[src/rtl/ct_spsram_arb_pkg.sv]
// Shared types and constants for the two-port single-port-SRAM arbiter/controller.
// Latency: n/a (declarations only).
// Backpressure: n/a.
package ct_spsram_arb_pkg;

  localparam int DEF_ADDR_WIDTH = 16;
  localparam int DEF_DATA_WIDTH = 128;

  localparam logic [1:0] WAIT = 2'b00;
  localparam logic [1:0] INIT = 2'b01;
  localparam logic [1:0] RUN  = 2'b10;

  typedef enum logic [1:0] {
    S_WAIT = WAIT,
    S_INIT = INIT,
    S_RUN  = RUN
  } state_t;

  typedef logic [0:0] port_id_t;

  localparam port_id_t PORT0 = 1'b0;
  localparam port_id_t PORT1 = 1'b1;

endpackage

[src/rtl/ct_spsram_rr_arb2.sv]
// Two-way round-robin grant with a pointer that flips only on contested grants.
// Latency: grant is combinational; pointer updates on the clock after a contest.
// Backpressure: losing port simply sees no grant and holds its request.
module ct_spsram_rr_arb2
  import ct_spsram_arb_pkg::*;
(
  input  logic     clk,
  input  logic     rst_n,
  input  logic     en,
  input  logic     vld0,
  input  logic     vld1,
  output logic     gnt0,
  output logic     gnt1,
  output port_id_t gnt_id
);

  port_id_t rr;

  // Pick the sole requester, or the rr-pointed port when both want the SRAM.
  always_comb begin
    gnt0   = 1'b0;
    gnt1   = 1'b0;
    gnt_id = PORT0;
    if (en) begin
      if (vld0 && vld1) begin
        gnt_id = rr;
        if (rr == PORT0) gnt0 = 1'b1;
        else             gnt1 = 1'b1;
      end else if (vld0) begin
        gnt0 = 1'b1;
      end else if (vld1) begin
        gnt1   = 1'b1;
        gnt_id = PORT1;
      end
    end
  end

  // Hand priority to the other port after each contested grant.
  always_ff @(posedge clk or negedge rst_n) begin
    if (!rst_n)                   rr <= PORT0;
    else if (en && vld0 && vld1)  rr <= ~rr;
  end

endmodule

[src/rtl/ct_spsram_arb_ctrl.sv]
// Shares one single-port SRAM between two requesters, with zero-init sweep.
// Latency: request grant and SRAM drive are same-cycle; read data one cycle later.
// Backpressure: req_rdy is the grant; responses cannot be stalled.
module ct_spsram_arb_ctrl
  import ct_spsram_arb_pkg::*;
#(
  parameter int ADDR_WIDTH = DEF_ADDR_WIDTH,
  parameter int DATA_WIDTH = DEF_DATA_WIDTH,
  parameter bit INIT_EN    = 1'b1
) (
  input  logic                  forever_cpuclk,
  input  logic                  cpurst_b,
  input  logic                  init_req,
  output logic                  init_done,
  input  logic                  p0_req_vld,
  input  logic                  p0_req_wr,
  input  logic [ADDR_WIDTH-1:0] p0_req_addr,
  input  logic [DATA_WIDTH-1:0] p0_req_wdata,
  input  logic [DATA_WIDTH-1:0] p0_req_wmask,
  output logic                  p0_req_rdy,
  output logic                  p0_rsp_vld,
  output logic [DATA_WIDTH-1:0] p0_rsp_data,
  input  logic                  p1_req_vld,
  input  logic                  p1_req_wr,
  input  logic [ADDR_WIDTH-1:0] p1_req_addr,
  input  logic [DATA_WIDTH-1:0] p1_req_wdata,
  input  logic [DATA_WIDTH-1:0] p1_req_wmask,
  output logic                  p1_req_rdy,
  output logic                  p1_rsp_vld,
  output logic [DATA_WIDTH-1:0] p1_rsp_data,
  output logic                  sram_cen,
  output logic                  sram_gwen,
  output logic [DATA_WIDTH-1:0] sram_wen,
  output logic [ADDR_WIDTH-1:0] sram_addr,
  output logic [DATA_WIDTH-1:0] sram_din,
  input  logic [DATA_WIDTH-1:0] sram_q
);

  state_t                state;
  state_t                state_nxt;
  logic [ADDR_WIDTH-1:0] init_cnt;
  logic                  run;
  logic                  gnt0;
  logic                  gnt1;
  logic                  gnt_any;
  port_id_t              gnt_id;
  logic                  sel_wr;
  logic [ADDR_WIDTH-1:0] sel_addr;
  logic [DATA_WIDTH-1:0] sel_wdata;
  logic [DATA_WIDTH-1:0] sel_wmask;
  logic                  rsp_vld_q;
  port_id_t              rsp_id_q;

  assign run       = (state == S_RUN);
  assign init_done = run;

  ct_spsram_rr_arb2 u_arb (
    .clk    (forever_cpuclk),
    .rst_n  (cpurst_b),
    .en     (run),
    .vld0   (p0_req_vld),
    .vld1   (p1_req_vld),
    .gnt0   (gnt0),
    .gnt1   (gnt1),
    .gnt_id (gnt_id)
  );

  assign gnt_any    = gnt0 | gnt1;
  assign p0_req_rdy = gnt0;
  assign p1_req_rdy = gnt1;

  assign sel_wr    = gnt1 ? p1_req_wr    : p0_req_wr;
  assign sel_addr  = gnt1 ? p1_req_addr  : p0_req_addr;
  assign sel_wdata = gnt1 ? p1_req_wdata : p0_req_wdata;
  assign sel_wmask = gnt1 ? p1_req_wmask : p0_req_wmask;

  // State register.
  always_ff @(posedge forever_cpuclk or negedge cpurst_b) begin
    if (!cpurst_b) state <= S_WAIT;
    else           state <= state_nxt;
  end

  // WAIT lasts one cycle; INIT ends after the top address; init_req restarts the sweep.
  always_comb begin
    state_nxt = state;
    case (state)
      S_WAIT:  state_nxt = INIT_EN ? S_INIT : S_RUN;
      S_INIT:  if (&init_cnt) state_nxt = S_RUN;
      S_RUN:   if (init_req)  state_nxt = S_INIT;
      default: state_nxt = S_WAIT;
    endcase
  end

  // Sweep address; wraps back to 0 on the last INIT access so a re-init starts clean.
  always_ff @(posedge forever_cpuclk or negedge cpurst_b) begin
    if (!cpurst_b)             init_cnt <= '0;
    else if (state == S_INIT)  init_cnt <= init_cnt + 1'b1;
  end

  // SRAM pins: zero-fill during INIT, granted request during RUN, idle otherwise.
  always_comb begin
    sram_cen  = 1'b1;
    sram_gwen = 1'b1;
    sram_wen  = '1;
    sram_addr = '0;
    sram_din  = '0;
    if (state == S_INIT) begin
      sram_cen  = 1'b0;
      sram_gwen = 1'b0;
      sram_wen  = '0;
      sram_addr = init_cnt;
    end else if (gnt_any) begin
      sram_cen  = 1'b0;
      sram_addr = sel_addr;
      if (sel_wr) begin
        sram_gwen = 1'b0;
        sram_wen  = ~sel_wmask;
        sram_din  = sel_wdata;
      end
    end
  end

  // Track which port owns the read data arriving next cycle.
  always_ff @(posedge forever_cpuclk or negedge cpurst_b) begin
    if (!cpurst_b) begin
      rsp_vld_q <= 1'b0;
      rsp_id_q  <= PORT0;
    end else begin
      rsp_vld_q <= gnt_any && !sel_wr;
      rsp_id_q  <= gnt_id;
    end
  end

  assign p0_rsp_vld  = rsp_vld_q && (rsp_id_q == PORT0);
  assign p1_rsp_vld  = rsp_vld_q && (rsp_id_q == PORT1);
  assign p0_rsp_data = p0_rsp_vld ? sram_q : '0;
  assign p1_rsp_data = p1_rsp_vld ? sram_q : '0;

endmodule

[config.mk]
export PLATFORM = sky130hd
export DESIGN_NAME = ct_spsram_arb_ctrl
export DESIGN_NICKNAME = d
export VERILOG_FILES = /design/src/rtl/ct_spsram_arb_pkg.sv /design/src/rtl/ct_spsram_rr_arb2.sv /design/src/rtl/ct_spsram_arb_ctrl.sv
export SDC_FILE = /design/constraint.sdc
export NUM_CORES = 1
export LEC_CHECK = 0
export CORE_AREA = 2 2 477 479
export DETAILED_ROUTE_END_ITERATION = 6
export DIE_AREA = 0 0 479 481
export HOLD_SLACK_MARGIN = 0.1
export PLACE_DENSITY = 0.33
export SLEW_MARGIN = 10
export SYNTH_ARGS = -nofsm -noshare
export SYNTH_HDL_FRONTEND = slang
export SYNTH_SLANG_ARGS = --single-unit
[constraint.sdc]
create_clock -name forever_cpuclk -period 2.15 [get_ports forever_cpuclk]
set_input_delay 0.3225 -clock forever_cpuclk [delete_from_list [all_inputs] [get_ports forever_cpuclk]]
set_output_delay 0.3225 -clock forever_cpuclk [all_outputs]
set_load 0.02 [all_outputs]
; Word-level counts from Yosys, hierarchy flattened
; Cells that the tools add are included.
; Widths: inputs -> output; s select.
[word_totals]
latchBits = 0
word_cells = 57
out_inout_bits = 535
in_bits = 679
ff_bits = 21
memories = 0
rom_bits = 0
ram_bits = 0
[op_classes]
n_reduce_logical = 10
eq_ne = 4
add_sub_neg = 1
n_bitwise = 4
n_shift = 0
magnitude_cmp = 0
div = 0
mux = 33
multipliers = 0
[ops]
columns = op, count
row1 = $mux 128, 10
row2 = $not 128->128, 1
row3 = $mux 16, 3
row4 = $mux 1, 17
row5 = $add 16x1->16 const B, 1
row6 = $reduce_and 16->1, 1
row7 = $logic_and 1x1->1, 6
row8 = $pmux 2 s3, 1
row9 = $mux 2, 2
row10 = $ne 2x2->1 const B, 2
row11 = $eq 2x1->1 const B, 1
row12 = $eq 2x2->1 const B, 1
row13 = $logic_not 2->1, 1
row14 = $not 1->1, 2
row15 = $reduce_and 2->1, 1
row16 = $logic_not 1->1, 1
row17 = $or 1x1->1, 1

; Logic depth before layout (Yosys ltp)
[depth]
depth_word = 9
depth_mapped = 9
ltp_nobuf = 7

; Cells and area by module
; A second synthesis with hierarchy kept.
[unflattened]
hier_cells = 1026
area_unflattened_um2 = 7295.7
[modules_own_cells]
columns = mod, instances, cells_per_inst, area_per_inst_um2, seq_area_each_um2
row1 = ct_spsram_arb_ctrl, 1, 1017, 7228.2, 500.5
row2 = ct_spsram_rr_arb2, 1, 9, 67.6, 25.0

; Worst setup path before layout
; No wires, ideal clock.
[synth_timing]
path_type = flip-flop to output port
from = register state[1]
to = output port sram_wen[0]
t_arrival_ns = 1.721
t_required_ns = 1.827
setup_slack_ns = 0.106
path_stages_with_launch = 7
n_path_buf = 1
path_cell_list = dfrtp_1 > nand2_2 > inv_2 > and3_4 > and2_4 > buf_2 > a221oi_1
[synth_between]
elab_cells_between_ends = 11
cone_classes = eq/ne (2) / mux (7) / bitwise (2)
[synth_rtl]
columns = element, line
row1 = from (decl), ct_spsram_arb_ctrl.sv:39  ; state_t state;
row2 = from (signal assigned), ct_spsram_arb_ctrl.sv:80  ; else state <= state_nxt;
row3 = $eq 2x2->1, ct_spsram_arb_ctrl.sv:54  ; assign run = (state == S_RUN);
row4 = named net init_done, ct_spsram_arb_ctrl.sv:14  ; output logic init_done,
row5 = $mux 1, ct_spsram_rr_arb2.sv:24  ; if (en) begin
row6 = named net p0_req_rdy, ct_spsram_arb_ctrl.sv:20  ; output logic p0_req_rdy,
row7 = $or 1x1->1, ct_spsram_arb_ctrl.sv:68  ; assign gnt_any = gnt0 | gnt1;
row8 = $mux 128, ct_spsram_arb_ctrl.sv:112  ; end else if (gnt_any) begin
row9 = $mux 128, ct_spsram_arb_ctrl.sv:107  ; if (state == S_INIT) begin
row10 = to (decl), ct_spsram_arb_ctrl.sv:33  ; output logic [DATA_WIDTH-1:0] sram_wen,
; The timed path passes the listed nets, and every way through them passes these cells.

; Worst setup path in the final report
[layout_timing]
from = register state[1]
to = output port sram_wen[25]
[layout_between]
elab_chain_cells = 7
elab_cells_between_ends = 11
cone_classes = eq/ne (2) / mux (7) / bitwise (2)
[layout_rtl]
columns = element, line
row1 = $eq 2x2->1, ct_spsram_arb_ctrl.sv:54
row2 = $mux 1, ct_spsram_rr_arb2.sv:24
row3 = $mux 128, ct_spsram_arb_ctrl.sv:75  ; assign sel_wmask = gnt1 ? p1_req_wmask : p0_req_wmask;
row4 = $not 128->128, ct_spsram_arb_ctrl.sv:117  ; sram_wen = ~sel_wmask;
row5 = $mux 128, ct_spsram_arb_ctrl.sv:115  ; if (sel_wr) begin
row6 = $mux 128, ct_spsram_arb_ctrl.sv:112
row7 = $mux 128 *, ct_spsram_arb_ctrl.sv:107
; Mark *: on every way between the ends. The rest lies on a longest branch, timed or not.

==> out/metrics.sh <==
VIOLATIONS_IN_THE_FINAL_REPORTS='negative setup slack'
INITIAL_UTIL_PCT=3.10
WORST_SLEW_PIN_SLEW_NS=0.461
MULTI_INPUT_COMB_AREA_SQ_MM=0.00796
PATH_DEPTH=9
DP.CELLS=5312
FINAL_CELL_COUNT_NO_FILL=5488
PERIOD_UTILIZATION_POST_ROUTE_PCT=125
PWR_DENSITY_CELL_mW_PER_MM2=121
CP_CELL_SEQUENCE='nand2_4 > inv_8 > and3_4 > and2_4 > buf_12 > buf_16 > a221oi_4 > buf_4 > buf_12'
YOSYS.CELL_COUNT.TOP_TYPE='sky130_fd_sc_hd__nand2_1'
REMAINING_GLOBAL_ROUTE_OVERFLOW=0
CTS.REPORTEDPATHS.CLKPINSLEW_NS=0.10
PATH_COMMON_CELL='sky130_fd_sc_hd__buf_12'
SYNTH_TOP_AREA_SHARE_PCT=25.7
PATH_BUF_INV=5
FINALWORSTSETUPSLACK_NS=-0.535
DIE_W_UM=479
DP_HPWL_UM=168000
DETAIL_ROUTE.WL_PER_CELL_UM=34.2
SHARE_OF_SYNTHESIZED_REGISTERS_CARRYING_AN_ASYNC_SET_OR_RESET_PCT=100
DIEHEIGHT_UM=481
CRITICAL-PATH-TOP-DELAY-FAMILY='buffers and inverters'
TRITONCTS_CLOCK_TREE='built'
FINALSETUPTNS_NS=-105.87
FIRST_GLOBAL_VIAS=15300
NUMBER_OF_DISTINCT_LIBRARY_CELL_VARIANTS_IN_THE_GATE_LEVEL_NETLIST_AFTER_SYNTHESIS=38
IO_PINS=1214
P_LEAK_nW=12.6
SYNTH.CELL_AREA_SQ_MM=0.00701
OUTCOME='finished with violations'
LAYOUT_CELL_SHARE_WITH_DRIVE_STRENGTH_BEYOND_1_PCT=41.6
SYNTH.AVG_CELL_AREA_SQ_UM=6.77
CP_DATA_REQUIRED_TIME_NS=1.83
MAXCAPVIOLATIONS=0
CRITICAL_PATH.STARTPOINT_TYPE='register'
R2R.WORST_PATH.CELLS=6
FIRSTDRTPASSITERS=4
SETUP_VIOL_COUNT_FINAL=378
COUNT_OF_FINAL_MAX_SLEW_CHECK_FAILURES=0
SYNTH_NETS=1716
NUMCLOCKSINKS=21
YOSYS_MOST_USED_DFF='sky130_fd_sc_hd__dfrtp_1'
CP-END-KIND='output pin'
HP-CLASS='in2async'
VIAS=15200
SEQ_AREA_FRAC_SYNTH_PCT=7.50
YS_FF_LATCH=21
AREA_TAKEN_BY_FLIP_FLOPS_AND_LATCHES_SQ_UM=533
FLOORPLAN.ROWS=175
FP.COREAREA_SQ_MM=0.226
HOLD_VIOL=0
FIN_SKEW_NS=0.0266
AREAGROWTHSYNTHTOFINISH_PCT=327
CPPEAKSTAGEDELAY_NS=0.42
SYNTH_COMMONEST_CELLS='sky130_fd_sc_hd__nand2_1, sky130_fd_sc_hd__and3_1, sky130_fd_sc_hd__and2_1'
IO_BUFFERS=1213
CLK_LATENCY_NS=0.30
POST_SYNTH_MAIN_AREA_CONTRIBUTORS='sky130_fd_sc_hd__a221oi_2, sky130_fd_sc_hd__nand2_1, sky130_fd_sc_hd__and3_1, sky130_fd_sc_hd__and2_1, sky130_fd_sc_hd__a21oi_1'
DRT.ANTENNA.VIOLATING_NETS=0
GRT_UTIL_ALL_LAYERS_PCT=15.4
MAX_FREQ_MHz=372
DRCVIOLATIONCOUNT=0
NETS=3098
MAX-CLOCK-PATH-BUFFERS=2
WORST_EP_ARRIVAL_TIME_NS=2.36
ROOT_BUFFER='sky130_fd_sc_hd__clkbuf_16'
LARGEST_NET_DEGREE_AT_THE_START_OF_GLOBAL_ROUTING=115
RSZ_0062_RAISED_AFTER_GLOBAL_ROUTING='yes'
VDD_IR_DROP_MAX_V=0.000298
GPL.FINAL_WEIGHTED_CONGESTION=0.960
CRITICALPATHCATEGORY='reg2out'
SYNTH_TOP_AREA_CELL='sky130_fd_sc_hd__a221oi_2'
MAX_SLEW_MARGIN_PCT=69.1
HTREE_NUM_LEVELS=1
GLOBAL_ROUTE_WIRE_LENGTH_BEFORE_REPAIR_UM=219000
ROUTED_VIA_DENSITY=2.76
FIRST_DRT_ITERATION_DRCS=762
FILLERS=25800
DIE_AREA_SQ_MM=0.230
CRITICAL_PATH.SLOWEST_CELL='sky130_fd_sc_hd__dfrtp_1'
SYNTHESIS.YOSYS.WARNINGS=0
ANTENNA_FOUND_INITIAL=166
POST_SYNTH_EDFFS=0
SYNTHESIS.INSTANCES=1036
WORST-PATH-MAX-FANOUT=9
MIN_PERIOD_NS=2.68
TOTALWIRELENGTH_UM=188000
NUMCTSBUFFERS=3
## registers in the layout, indices dropped and copies added, names as in the netlist
| register | cells |
|---|---|
| init_cnt | 16 |
| rsp_id_q | 1 |
| rsp_vld_q | 1 |
| state | 2 |
| u_arb.rr | 1 |
## cell usage in the layout, fill, tap and decap left out, types with 2 or more instances in the layout
cell / netlist / final
sky130_fd_sc_hd__and3_1: 133 / 133
sky130_fd_sc_hd__bufbuf_16: 0 / 7
sky130_fd_sc_hd__buf_8: 0 / 21
sky130_fd_sc_hd__clkdlybuf4s50_1: 0 / 755
sky130_fd_sc_hd__a21oi_2: 0 / 48
sky130_fd_sc_hd__a221oi_4: 0 / 82
sky130_fd_sc_hd__o21ai_2: 0 / 4
sky130_fd_sc_hd__buf_4: 10 / 274
sky130_fd_sc_hd__dlymetal6s2s_1: 0 / 50
sky130_fd_sc_hd__buf_2: 27 / 3
sky130_fd_sc_hd__dfrtp_1: 21 / 19
sky130_fd_sc_hd__clkbuf_16: 0 / 11
sky130_fd_sc_hd__nand2_1: 279 / 230
sky130_fd_sc_hd__buf_12: 0 / 178
sky130_fd_sc_hd__nor2b_4: 0 / 2
sky130_fd_sc_hd__nand3_1: 6 / 6
sky130_fd_sc_hd__diode_2: 0 / 62
sky130_fd_sc_hd__and2_4: 1 / 3
sky130_fd_sc_hd__nand2_2: 1 / 23
sky130_fd_sc_hd__o21ai_4: 0 / 2
sky130_fd_sc_hd__a21oi_1: 128 / 32
sky130_fd_sc_hd__xor2_1: 4 / 4
sky130_fd_sc_hd__mux2i_1: 16 / 10
sky130_fd_sc_hd__dlygate4sd2_1: 0 / 3
sky130_fd_sc_hd__o21ai_0: 16 / 10
sky130_fd_sc_hd__a21oi_4: 0 / 48
sky130_fd_sc_hd__a221oi_2: 120 / 46
sky130_fd_sc_hd__dfrtp_4: 0 / 2
sky130_fd_sc_hd__buf_16: 0 / 30
sky130_fd_sc_hd__nor2_1: 4 / 3
sky130_fd_sc_hd__mux2i_4: 0 / 6
sky130_fd_sc_hd__buf_6: 13 / 175
sky130_fd_sc_hd__and2_1: 130 / 129
sky130_fd_sc_hd__nand4_1: 5 / 5
sky130_fd_sc_hd__xnor2_1: 12 / 12
sky130_fd_sc_hd__nand2_4: 0 / 26
## final timing paths
check | start | end | slack [ns]
setup reg to reg | state[1] | init_cnt[1] | 0.24
hold / removal | cpurst_b | init_cnt[10] | 0.40
min in group forever_cpuclk | init_cnt[8] | init_cnt[8] | 0.50
hold reg to reg | init_cnt[8] | init_cnt[8] | 0.50
setup / recovery | state[1] | sram_wen[25] | -0.53
max in group asynchronous | cpurst_b | rsp_vld_q | 1.41
## final cells by class
cell class	count	share of cell area [%]
antenna	62	0.519
clock buffer	4	0.263
inverter	4	0.0920
multi-input combinational	882	26.6
sequential	21	1.78
tap	3009	12.6
timing repair buffer	1506	58.2
## worst register-to-register path: stages (launching register included)
cell and delay, ns:
sky130_fd_sc_hd__dfrtp_1 0.42, sky130_fd_sc_hd__buf_4 0.17, sky130_fd_sc_hd__nor2_4 0.17, sky130_fd_sc_hd__buf_12 0.18, sky130_fd_sc_hd__buf_4 0.17, sky130_fd_sc_hd__bufbuf_16 0.32, sky130_fd_sc_hd__mux2_2 0.34
## per-stage QoR
step / setup slack (ns) / power, mW / instance area [sq um] / hold slack, ns / utilization (%)
after floorplan: 0.106 / 0.861 / 7010 / 0.0269 / -
after CTS: -0.589 / 3.70 / 28700 / 0.416 / 12.7
after global routing: -0.577 / 3.85 / 29800 / 0.435 / 13.2
final: -0.535 / 3.62 / 29900 / 0.404 / 13.3
after global placement: -1.11 / 2.98 / 25000 / 0.479 / 11.1
after detailed placement: -1.08 / 2.98 / 25000 / 0.485 / 11.1
## metal layers
metal,track usage (%),part of all wire (%)
met4,5.05,4.1
met2,28.1,51
met5,0,0.17
met3,7.19,12
met1,15.2,33
## kinds of logic after synthesis
group / after synthesis / synth area share [%]
muxes: 17 / 2.45
buffers and inverters: 135 / 9.64
xor gates and xnor gates: 16 / 2.00
DFF: 21 / 7.50
AOI/OAI and AO/OA: 278 / 37.6
adders and majority gates: 1 / 0.178
and+or+nand+nor: 568 / 40.6
## timing repair
item | in CTS | in global routing
pin swaps | 125 | 36
cloned | 22 | 8
buffers inserted | 80 | 12
gates resized for setup | 916 | 169
setup endpoints to repair | 467 | 475
hold buffers | 0 | 0
## report_power, final
group | total [mW] | internal (mW) | switching [mW]
registers | 0.546 | 0.461 | 0.0855
clock network | 0.487 | 0.257 | 0.231
logic | 2.58 | 1.50 | 1.09
total | 3.62 | 2.21 | 1.40
Note: power is estimated with default switching activity, not from simulation.
